$ cat config.mk
export PLATFORM = sky130hd
export DESIGN_NAME = sample_epoch_trigger_flat
export DESIGN_NICKNAME = d
export VERILOG_FILES = /design/src/rtl/sample_epoch_trigger_if.sv /design/src/rtl/sample_epoch_trigger.sv /design/src/flat_wrapper.sv
export SDC_FILE = /design/constraint.sdc
export NUM_CORES = 1
export LEC_CHECK = 0
export BUFFER_PORTS_ARGS = -buffer_cell sky130_fd_sc_hd__buf_2
export CELL_PAD_IN_SITES_DETAIL_PLACEMENT = 1
export CELL_PAD_IN_SITES_GLOBAL_PLACEMENT = 2
export CORE_MARGIN = 2
export CORE_UTILIZATION = 30
export DETAILED_ROUTE_END_ITERATION = 8
export GPL_ROUTABILITY_DRIVEN = 0
export PLACE_DENSITY_LB_ADDON = 0.1
export SYNTH_ARGS = -nofsm -noshare
export SYNTH_HDL_FRONTEND = slang
export SYNTH_SLANG_ARGS = --single-unit
$ cat constraint.sdc
create_clock -name axis_aclk -period 5.6 [get_ports axis_aclk]
set_input_delay 0.56 -clock axis_aclk [delete_from_list [all_inputs] [get_ports axis_aclk]]
set_output_delay 0.56 -clock axis_aclk [all_outputs]
set_load 0.01 [all_outputs]
$ cat src/rtl/sample_epoch_trigger_if.sv
// rtl/sample_epoch_trigger_if.sv - command handshake bundle for the sample epoch trigger
interface sample_epoch_trigger_if #(
    parameter int CNT_W = 64,
    parameter int PER_W = 32,
    parameter int REP_W = 16
);
    logic             s_cmd_valid;
    logic             s_cmd_ready;
    logic [CNT_W-1:0] s_cmd_target;
    logic [PER_W-1:0] s_cmd_period;
    logic [REP_W-1:0] s_cmd_reps;

    modport master (
        output s_cmd_valid,
        output s_cmd_target,
        output s_cmd_period,
        output s_cmd_reps,
        input  s_cmd_ready
    );

    modport slave (
        input  s_cmd_valid,
        input  s_cmd_target,
        input  s_cmd_period,
        input  s_cmd_reps,
        output s_cmd_ready
    );
endinterface

$ cat src/rtl/sample_epoch_trigger.sv
// rtl/sample_epoch_trigger.sv - fires a pulse when the sample count reaches an armed target
module sample_epoch_trigger #(
    parameter int CNT_W = 64,
    parameter int PER_W = 32,
    parameter int REP_W = 16
) (
    input  logic                     axis_aclk,
    input  logic                     axis_aresetn,
    sample_epoch_trigger_if.slave    cmd,
    input  logic                     i_cnt_vld,
    input  logic [CNT_W-1:0]         i_cnt,
    input  logic                     i_abort,
    output logic                     o_fire,
    output logic [CNT_W-1:0]         o_fire_cnt,
    output logic                     o_late,
    output logic                     o_busy,
    output logic [REP_W-1:0]         o_fires,
    output logic [1:0]               o_st
);
    typedef enum logic [1:0] {
        IDLE  = 2'b00,
        ARMED = 2'b01,
        BAD2  = 2'b10,
        BAD3  = 2'b11
    } state_t;

    state_t           st;
    logic [CNT_W-1:0] target;
    logic [PER_W-1:0] period;
    logic [REP_W-1:0] remaining;
    logic             cmd_acc;
    logic [CNT_W-1:0] period_ext;

    // The reset term keeps ready low for the whole time reset is asserted.
    assign cmd.s_cmd_ready = (st == IDLE) && !i_abort && !axis_aresetn;
    assign cmd_acc         = cmd.s_cmd_valid && cmd.s_cmd_ready;
    assign period_ext      = {{(CNT_W-PER_W){1'b0}}, period};
    assign o_busy          = (st == ARMED);
    assign o_st            = st;

    always_ff @(posedge axis_aclk or posedge axis_aresetn) begin
        if (axis_aresetn) begin
            st         <= IDLE;
            target     <= '0;
            period     <= '0;
            remaining  <= '0;
            o_fire     <= 1'b0;
            o_late     <= 1'b0;
            o_fire_cnt <= '0;
            o_fires    <= '0;
        end else begin
            o_fire <= 1'b0;
            o_late <= 1'b0;
            case (st)
                IDLE: begin
                    if (cmd_acc) begin
                        target    <= cmd.s_cmd_target;
                        period    <= cmd.s_cmd_period;
                        remaining <= cmd.s_cmd_reps;
                        o_fires   <= '0;
                        st        <= ARMED;
                    end
                end
                ARMED: begin
                    if (i_abort) begin
                        st <= IDLE;
                    end else if (i_cnt_vld) begin
                        if (i_cnt == target) begin
                            o_fire     <= 1'b1;
                            o_fire_cnt <= i_cnt;
                            o_fires    <= o_fires + 1'b1;
                            // remaining==0 means unlimited repeats, so only 1 ends the run
                            if (period == '0 || remaining == {{(REP_W-1){1'b0}}, 1'b1}) begin
                                st <= IDLE;
                            end else begin
                                target <= target + period_ext;
                                if (remaining != '0) begin
                                    remaining <= remaining - 1'b1;
                                end
                            end
                        end else if (i_cnt > target) begin
                            o_late     <= 1'b1;
                            o_fire_cnt <= i_cnt;
                            st         <= IDLE;
                        end
                    end
                end
                default: st <= IDLE;
            endcase
        end
    end
endmodule

$ cat src/flat_wrapper.sv
// flat-port wrapper written by rule: the top's interface ports become plain ports
module sample_epoch_trigger_flat 
#(
    parameter int CNT_W = 64,
    parameter int PER_W = 32,
    parameter int REP_W = 16
)
  (axis_aclk, axis_aresetn, i_cnt_vld, i_cnt, i_abort, o_fire, o_fire_cnt, o_late, o_busy, o_fires, o_st, cmd_s_cmd_valid, cmd_s_cmd_target, cmd_s_cmd_period, cmd_s_cmd_reps, cmd_s_cmd_ready);
  sample_epoch_trigger_if #(.CNT_W(CNT_W), .PER_W(PER_W), .REP_W(REP_W)) cmd_i ();
  input  logic axis_aclk;
  input  logic axis_aresetn;
  input  logic i_cnt_vld;
  input  logic [CNT_W-1:0] i_cnt;
  input  logic i_abort;
  output logic o_fire;
  output logic [CNT_W-1:0] o_fire_cnt;
  output logic o_late;
  output logic o_busy;
  output logic [REP_W-1:0] o_fires;
  output logic [1:0] o_st;
  input wire logic [$bits(cmd_i.s_cmd_valid)-1:0] cmd_s_cmd_valid;
  input wire logic [$bits(cmd_i.s_cmd_target)-1:0] cmd_s_cmd_target;
  input wire logic [$bits(cmd_i.s_cmd_period)-1:0] cmd_s_cmd_period;
  input wire logic [$bits(cmd_i.s_cmd_reps)-1:0] cmd_s_cmd_reps;
  output wire logic [$bits(cmd_i.s_cmd_ready)-1:0] cmd_s_cmd_ready;
  assign cmd_i.s_cmd_valid = cmd_s_cmd_valid;
  assign cmd_i.s_cmd_target = cmd_s_cmd_target;
  assign cmd_i.s_cmd_period = cmd_s_cmd_period;
  assign cmd_i.s_cmd_reps = cmd_s_cmd_reps;
  assign cmd_s_cmd_ready = cmd_i.s_cmd_ready;
  sample_epoch_trigger #(.CNT_W(CNT_W), .PER_W(PER_W), .REP_W(REP_W)) u_core (.axis_aclk(axis_aclk), .axis_aresetn(axis_aresetn), .cmd(cmd_i), .i_cnt_vld(i_cnt_vld), .i_cnt(i_cnt), .i_abort(i_abort), .o_fire(o_fire), .o_fire_cnt(o_fire_cnt), .o_late(o_late), .o_busy(o_busy), .o_fires(o_fires), .o_st(o_st));
endmodule
# Word-level counts from Yosys, hierarchy flattened
# Index checks and enable logic that the tools add are counted.
[classes]
reduce_logical = 17
mux = 36
order_cmp = 1
n_addsub = 3
n_eq_ne = 12
bitwise_logic = 1
[op_table]
columns = ["operator", "n"]
rows = [
  ["$mux 64", 7],
  ["$mux 16", 10],
  ["$pmux 64 s2", 1],
  ["$add 64x32->64", 1],
  ["$eq 64x64->1", 1],
  ["$gt 64x64->1", 1],
  ["$pmux 16 s2", 2],
  ["$logic_not 32->1", 1],
  ["$add 16x1->16 const B", 1],
  ["$eq 16x1->1 const B", 1],
  ["$reduce_bool 16->1", 1],
  ["$sub 16x1->16 const B", 1],
  ["$mux 2", 6],
  ["$mux 1", 9],
  ["$reduce_and 4->1", 2],
  ["$reduce_and 7->1", 1],
  ["$ne 2x1->1 const B", 3],
  ["$ne 2x2->1 const B", 3],
  ["$reduce_and 6->1", 1],
  ["$reduce_and 5->1", 1],
  ["$ne 4x2->1 const B", 1],
  ["$ne 4x4->1 const B", 1],
  ["$pmux 2 s2", 1],
  ["$reduce_bool 2->1", 2],
  ["other kinds (8)", 11],
]
[word_totals]
inputBits = 181
ff_bits = 196
elab_cells = 78
out_inout_bits = 86

# Longest topological paths before layout
[logic_depth]
ltp_word = 7
mapped_depth = 13

# Least setup slack after synthesis
# No wires, ideal clock.
[synth_path]
path_type = "input -> register"
from = "in i_cnt[29]"
to = "reg u_core.o_fire_cnt[0]"
n_path_buf = 1
stages = 10
arrival_time_ns = 2.760
setup_slack_ns = 2.712
cell_sequence = "ha_1 > a21o_1 > a21o_1 > a221o_1 > a31oi_1 > a21oi_1 > a211o_1 > o21ai_4 > buf_4 > mux2_1"
[synth_via]
elab_chain_cells = 3
elab_cells_between_ends = 5
cone_classes = "order compare: 1; eq/ne: 1; mux: 1; reduce/logical: 2"
[synth_rtl]
columns = ["item", "line", "source"]
rows = [
  ["from (decl)", "flat_wrapper.sv:13", "input logic [CNT_W-1:0] i_cnt;"],
  ["$gt 64x64->1 or $eq 64x64->1 (tied branches)", "sample_epoch_trigger.sv:81, sample_epoch_trigger.sv:68", ""],
  ["$reduce_bool 2->1 (no source line)", "-", ""],
  ["$reduce_and 4->1 (no source line)", "-", ""],
  ["to (signal assigned)", "sample_epoch_trigger.sv:70", "o_fire_cnt <= i_cnt;"],
  ["to (signal assigned)", "sample_epoch_trigger.sv:83", "o_fire_cnt <= i_cnt;"],
  ["to (decl)", "sample_epoch_trigger.sv:14", "output logic [CNT_W-1:0] o_fire_cnt,"],
]
# Several ways; a longest one is shown, not always the timed one.
# A chain may end at the register's enable or synchronous reset.

# Worst setup path in the final report
[layout_path]
from = "reg u_core.target[53]"
to = "reg u_core.target[59]"
[layout_via]
elab_chain_cells = 6
elab_cells_between_ends = 9
cone_classes = "add/sub: 1; eq/ne: 2; mux: 5; reduce/logical: 1"
[layout_rtl]
columns = ["item", "line", "source"]
rows = [
  ["from (decl)", "sample_epoch_trigger.sv:28", "logic [CNT_W-1:0] target;"],
  ["from (signal assigned)", "sample_epoch_trigger.sv:57", "target <= cmd.s_cmd_target;"],
  ["from (signal assigned)", "sample_epoch_trigger.sv:76", "target <= target + period_ext;"],
  ["$add 64x32->64", "sample_epoch_trigger.sv:76", ""],
  ["$mux 64", "sample_epoch_trigger.sv:73", "if (period == '0 || remaining == {{(REP_W-1){1'b0}}, 1'b1}) begin"],
  ["$mux 64", "sample_epoch_trigger.sv:68", "if (i_cnt == target) begin"],
  ["$mux 64", "sample_epoch_trigger.sv:67", "end else if (i_cnt_vld) begin"],
  ["$mux 64", "sample_epoch_trigger.sv:65", "if (i_abort) begin"],
  ["$pmux 64 s2", "sample_epoch_trigger.sv:54", "case (st)"],
]
# Several ways; a longest one is shown, not always the timed one. The select of a mux whose other input is x is not followed.

==> impl_results.rst <==
.. list-table::
   :header-rows: 1

   * - Metric
     - Value
   * - Total length of routed wires
     - 46,700 um
   * - Worst reg-to-reg path cell count
     - 10
   * - Most common cell after layout, fill and taps aside
     - sky130_fd_sc_hd__buf_2
   * - Tcrit/Tclk final
     - 0.732
   * - Crit. End Element
     - flip-flop
   * - Core Region
     - approximately 42,000 um^2
   * - Total area of multi-input combinational cells
     - between 7000 and 8000 um^2
   * - Detailed-placement wirelength estimate
     - 34,800 um
   * - Post-CTS Setup Bufs
     - 0
   * - Antenna diode count
     - 0
   * - Avg Inst Size Synth
     - 8.89 um^2
   * - Worst Skew
     - 0.0124 ns
   * - Count of standard-cell rows
     - 75
   * - Starting density of the core
     - 0.304
   * - Worst-case headroom to the max-slew limit
     - 0.201
   * - Routed length per instance
     - 21.1 um
   * - TritonCTS Buffers
     - 17
   * - Flip-flop cell with the highest count after synthesis
     - sky130_fd_sc_hd__dfrtp_1
   * - CTS tree
     - done
   * - Final critical delay including setup and external delays
     - around 4.1 ns
   * - Share of flip-flops with an asynchronous set or reset
     - 1.00
   * - Instance count along the most critical hold path
     - 3
   * - Critical path fanouts, max
     - 12
   * - Count of flip-flops with a built-in enable after synthesis
     - 0
   * - Element type at the critical path start
     - flip-flop
   * - Total of hold buffers inserted after clock tree synthesis
     - 0
   * - Number of vias after detailed routing
     - about 12,000
   * - Residual overflow from global routing
     - 0
   * - Endpoint of the most critical register-to-register path
     - u_core.target[59]
   * - Clock transition at path regs
     - 0.08 ns
   * - Worst-path cell chain
     - inv_1 -> ha_1 -> nand4_1 -> nor4_2 -> nand4_2 -> o21a_1 -> a21oi_4 -> nand2_1 -> or3_1 -> o311ai_2
   * - Hold Violations, Final
     - 0
   * - Net count of the mapped netlist
     - about 1,700
   * - GRT Resource Usage Total
     - 0.217
   * - HP Class
     - input pin to flip-flop
   * - Register Area
     - 4880 um^2
   * - Post-Syn Instances
     - 1,439
   * - Number of instances resized during post-cts repair
     - 0
   * - P per Cell Area
     - roughly 400 nW/um^2
   * - Share of post-route cells with drive strength above 1
     - 0.205
   * - Iteration-0 DRC Markers
     - about 580
   * - Stage delay of the slowest cell on the critical path
     - 0.75 ns
   * - Height of the die
     - between 200 and 250 um
   * - Clock H-tree levels
     - 4
   * - Setup repair after global routing missed its margin
     - no
   * - Slowest cell on crit path
     - sky130_fd_sc_hd__nor4_2
   * - Number of optimization iterations in the first detailed-route pass
     - 5
   * - Net total in the final layout
     - approximately 1,900
   * - Count of final max-slew check failures
     - 0
   * - Worst-Margin Slew
     - 1.18 ns
   * - Pin count of the biggest net entering global routing
     - 143
   * - Post-Route Setup TNS
     - 0 ns
   * - I/O pin cnt
     - 267
   * - Sequential share of the synthesized area
     - 0.381
   * - Wire length of the first global-routing pass
     - between 70,000 and 80,000 um
   * - Width of the die
     - 211 um
   * - Number of antenna violations at the first check in global routing
     - 4
   * - Number of inserted filler cells in the final layout
     - between 5,000 and 6,000
   * - Number of nets with antenna violations after detailed routing
     - 0
   * - Port Buf Inserts
     - 265
   * - Flip-flop and latch count after synthesis
     - between 150 and 200
   * - YS warnings
     - 0
   * - Achievable Freq
     - approximately 0.24 GHz
   * - Cell area after synthesis
     - 12,800 um^2
   * - Count of different cell masters after synthesis
     - 80
   * - Max Cap Violations
     - 0
   * - Clock root buffer master
     - sky130_fd_sc_hd__clkbuf_16
   * - Worst Hold End
     - u_core.period[10]
   * - Run status
     - finished clean
   * - Maximum root-to-sink buffer count
     - 2
   * - Critical path type
     - flip-flop to flip-flop
   * - Critical R2R Launch
     - u_core.target[53]
   * - DIE AREA
     - 44,300 um^2
   * - Vias per std cell
     - 5.26
   * - Drc violations
     - 0
   * - Arrival time at the worst endpoint
     - 4.51 ns
   * - Reg-to-reg slack, setup
     - approximately 1.5 ns
   * - Leakage Power
     - approximately 7.3 nW
   * - Number of failing setup endpoints in the final timing report
     - 0
   * - Worst-Skew Late Latency
     - approximately 0.51 ns
   * - Launch instance of the worst min-delay path
     - cmd_s_cmd_period[10]
   * - Max IR drop VDD
     - between 0.2 and 0.25 mV
   * - Highest-count cells in the layout ignoring fill and taps
     - sky130_fd_sc_hd__buf_2 (265), sky130_fd_sc_hd__nand2_1 (194), sky130_fd_sc_hd__dfrtp_1 (194)
   * - Sinks on the clock net
     - approximately 200
   * - Vias in the first global route
     - about 12,000
   * - Area delta synth->final
     - 18.2%
   * - Required @ worst endpoint
     - between 6 and 7 ns
   * - Hold WS
     - around 0.24 ns
   * - Final design utilization
     - 0.360
## sequential cells by signal, indices dropped and copies added (netlist names)
name,cells
u_core.o_fire_cnt,64
u_core.o_fires,16
u_core.target,64
u_core.o_late,1
u_core.remaining,16
u_core.period,32
u_core.o_fire,1
u_core.o_st,1
## critical path, delay by kind of cell, from the launching register on
family                     cells  cell delay (ns)
buffers and inverters          1             0.14
DFF                            1             0.46
adders and majority gates      1             0.34
AOI/OAI and AO/OA              3             0.96
and+or+nand+nor                5             2.10
## layout make-up
| class | count | area share |
|---|---|---|
| clock inverter | 14 | 0.00869 |
| inverter | 87 | 0.0218 |
| timing repair buffer | 276 | 0.0940 |
| clock buffer | 18 | 0.0284 |
| multi-input combinational | 1083 | 0.480 |
| sequential | 195 | 0.323 |
| tap | 539 | 0.0446 |
## how the worst max path moves through the flow
stage | endpoint | from | cells past startpoint | slack [ns]
6_report | u_core.target[59] | u_core.target[53] | 10 | 1.50
2_1_floorplan | u_core.o_fire | axis_aresetn | 1 | 2.52
5_1_grt | u_core.target[57] | u_core.target[53] | 11 | 1.13
4_1_cts | u_core.target[53] | u_core.target[53] | 11 | 1.41
3_5_place_dp | u_core.target[59] | i_cnt[59] | 10 | 1.34
3_3_place_gp | u_core.target[53] | i_cnt[59] | 11 | 1.39
## synthesized netlist by cell type (all sizes together), types with 5 or more instances
library cell,n,share of area
dfrtp,195,0.38
nand2,195,0.057
a21oi,104,0.042
ha,99,0.097
nor2,94,0.028
inv,87,0.026
o21ai,78,0.032
mux2,66,0.058
nand3,63,0.025
nand4,45,0.022
clkbuf,40,0.012
buf,34,0.015
a21o,30,0.018
nor4,25,0.017
nor3,23,0.0094
a31oi,20,0.0098
mux2i,19,0.015
xnor2,18,0.012
a211oi,16,0.011
o211ai,16,0.0098
and3,14,0.0068
o22ai,14,0.0068
or3,13,0.0064
xor2,13,0.0089
nand2b,10,0.0049
nor2b,10,0.0049
or4,9,0.0056
a311oi,8,0.0055
and2,7,0.0034
o21bai,6,0.0035
o311ai,6,0.0047
a2bb2oi,5,0.0034
## per-stage QoR
step | setup slack, ns | instance area (um^2) | instances | total power, W
2_1_floorplan | 2.52 | 12800 | 1439 | 0.00379
3_3_place_gp | 1.39 | 14600 | 2180 | 0.00462
3_5_place_dp | 1.34 | 14600 | 2180 | 0.00467
4_1_cts | 1.41 | 15100 | 2212 | 0.00598
5_1_grt | 1.13 | 15100 | 2212 | 0.00637
6_report | 1.50 | 15100 | 2212 | 0.00589
## where the power goes
part	internal (W)	total, W	switching [W]
logic	0.000986	0.00249	0.00150
registers	0.00180	0.00214	0.000349
clock network	0.000618	0.00126	0.000643
total	0.00340	0.00589	0.00250
## per-layer routing
metal	wire length, um	part of all wire	global-route usage	up-vias
met4	963	0.021	0.0736	8
met1	23100	0.49	0.303	5727
met3	1840	0.039	0.0431	47
met2	20700	0.44	0.334	200
li1	-	-	-	5645
met5	47	0.0010	0	-
## logic make-up after synthesis
| kind of cell | synth area share |
|---|---|
| other | 0.000293 |
| muxes | 0.0729 |
| AOI/OAI and AO/OA | 0.176 |
| buffers and inverters | 0.0524 |
| DFF | 0.381 |
| xor gates and xnor gates | 0.0212 |
| and+or+nand+nor | 0.198 |
| adders and majority gates | 0.0983 |
Power figures use the tool's default switching activity.
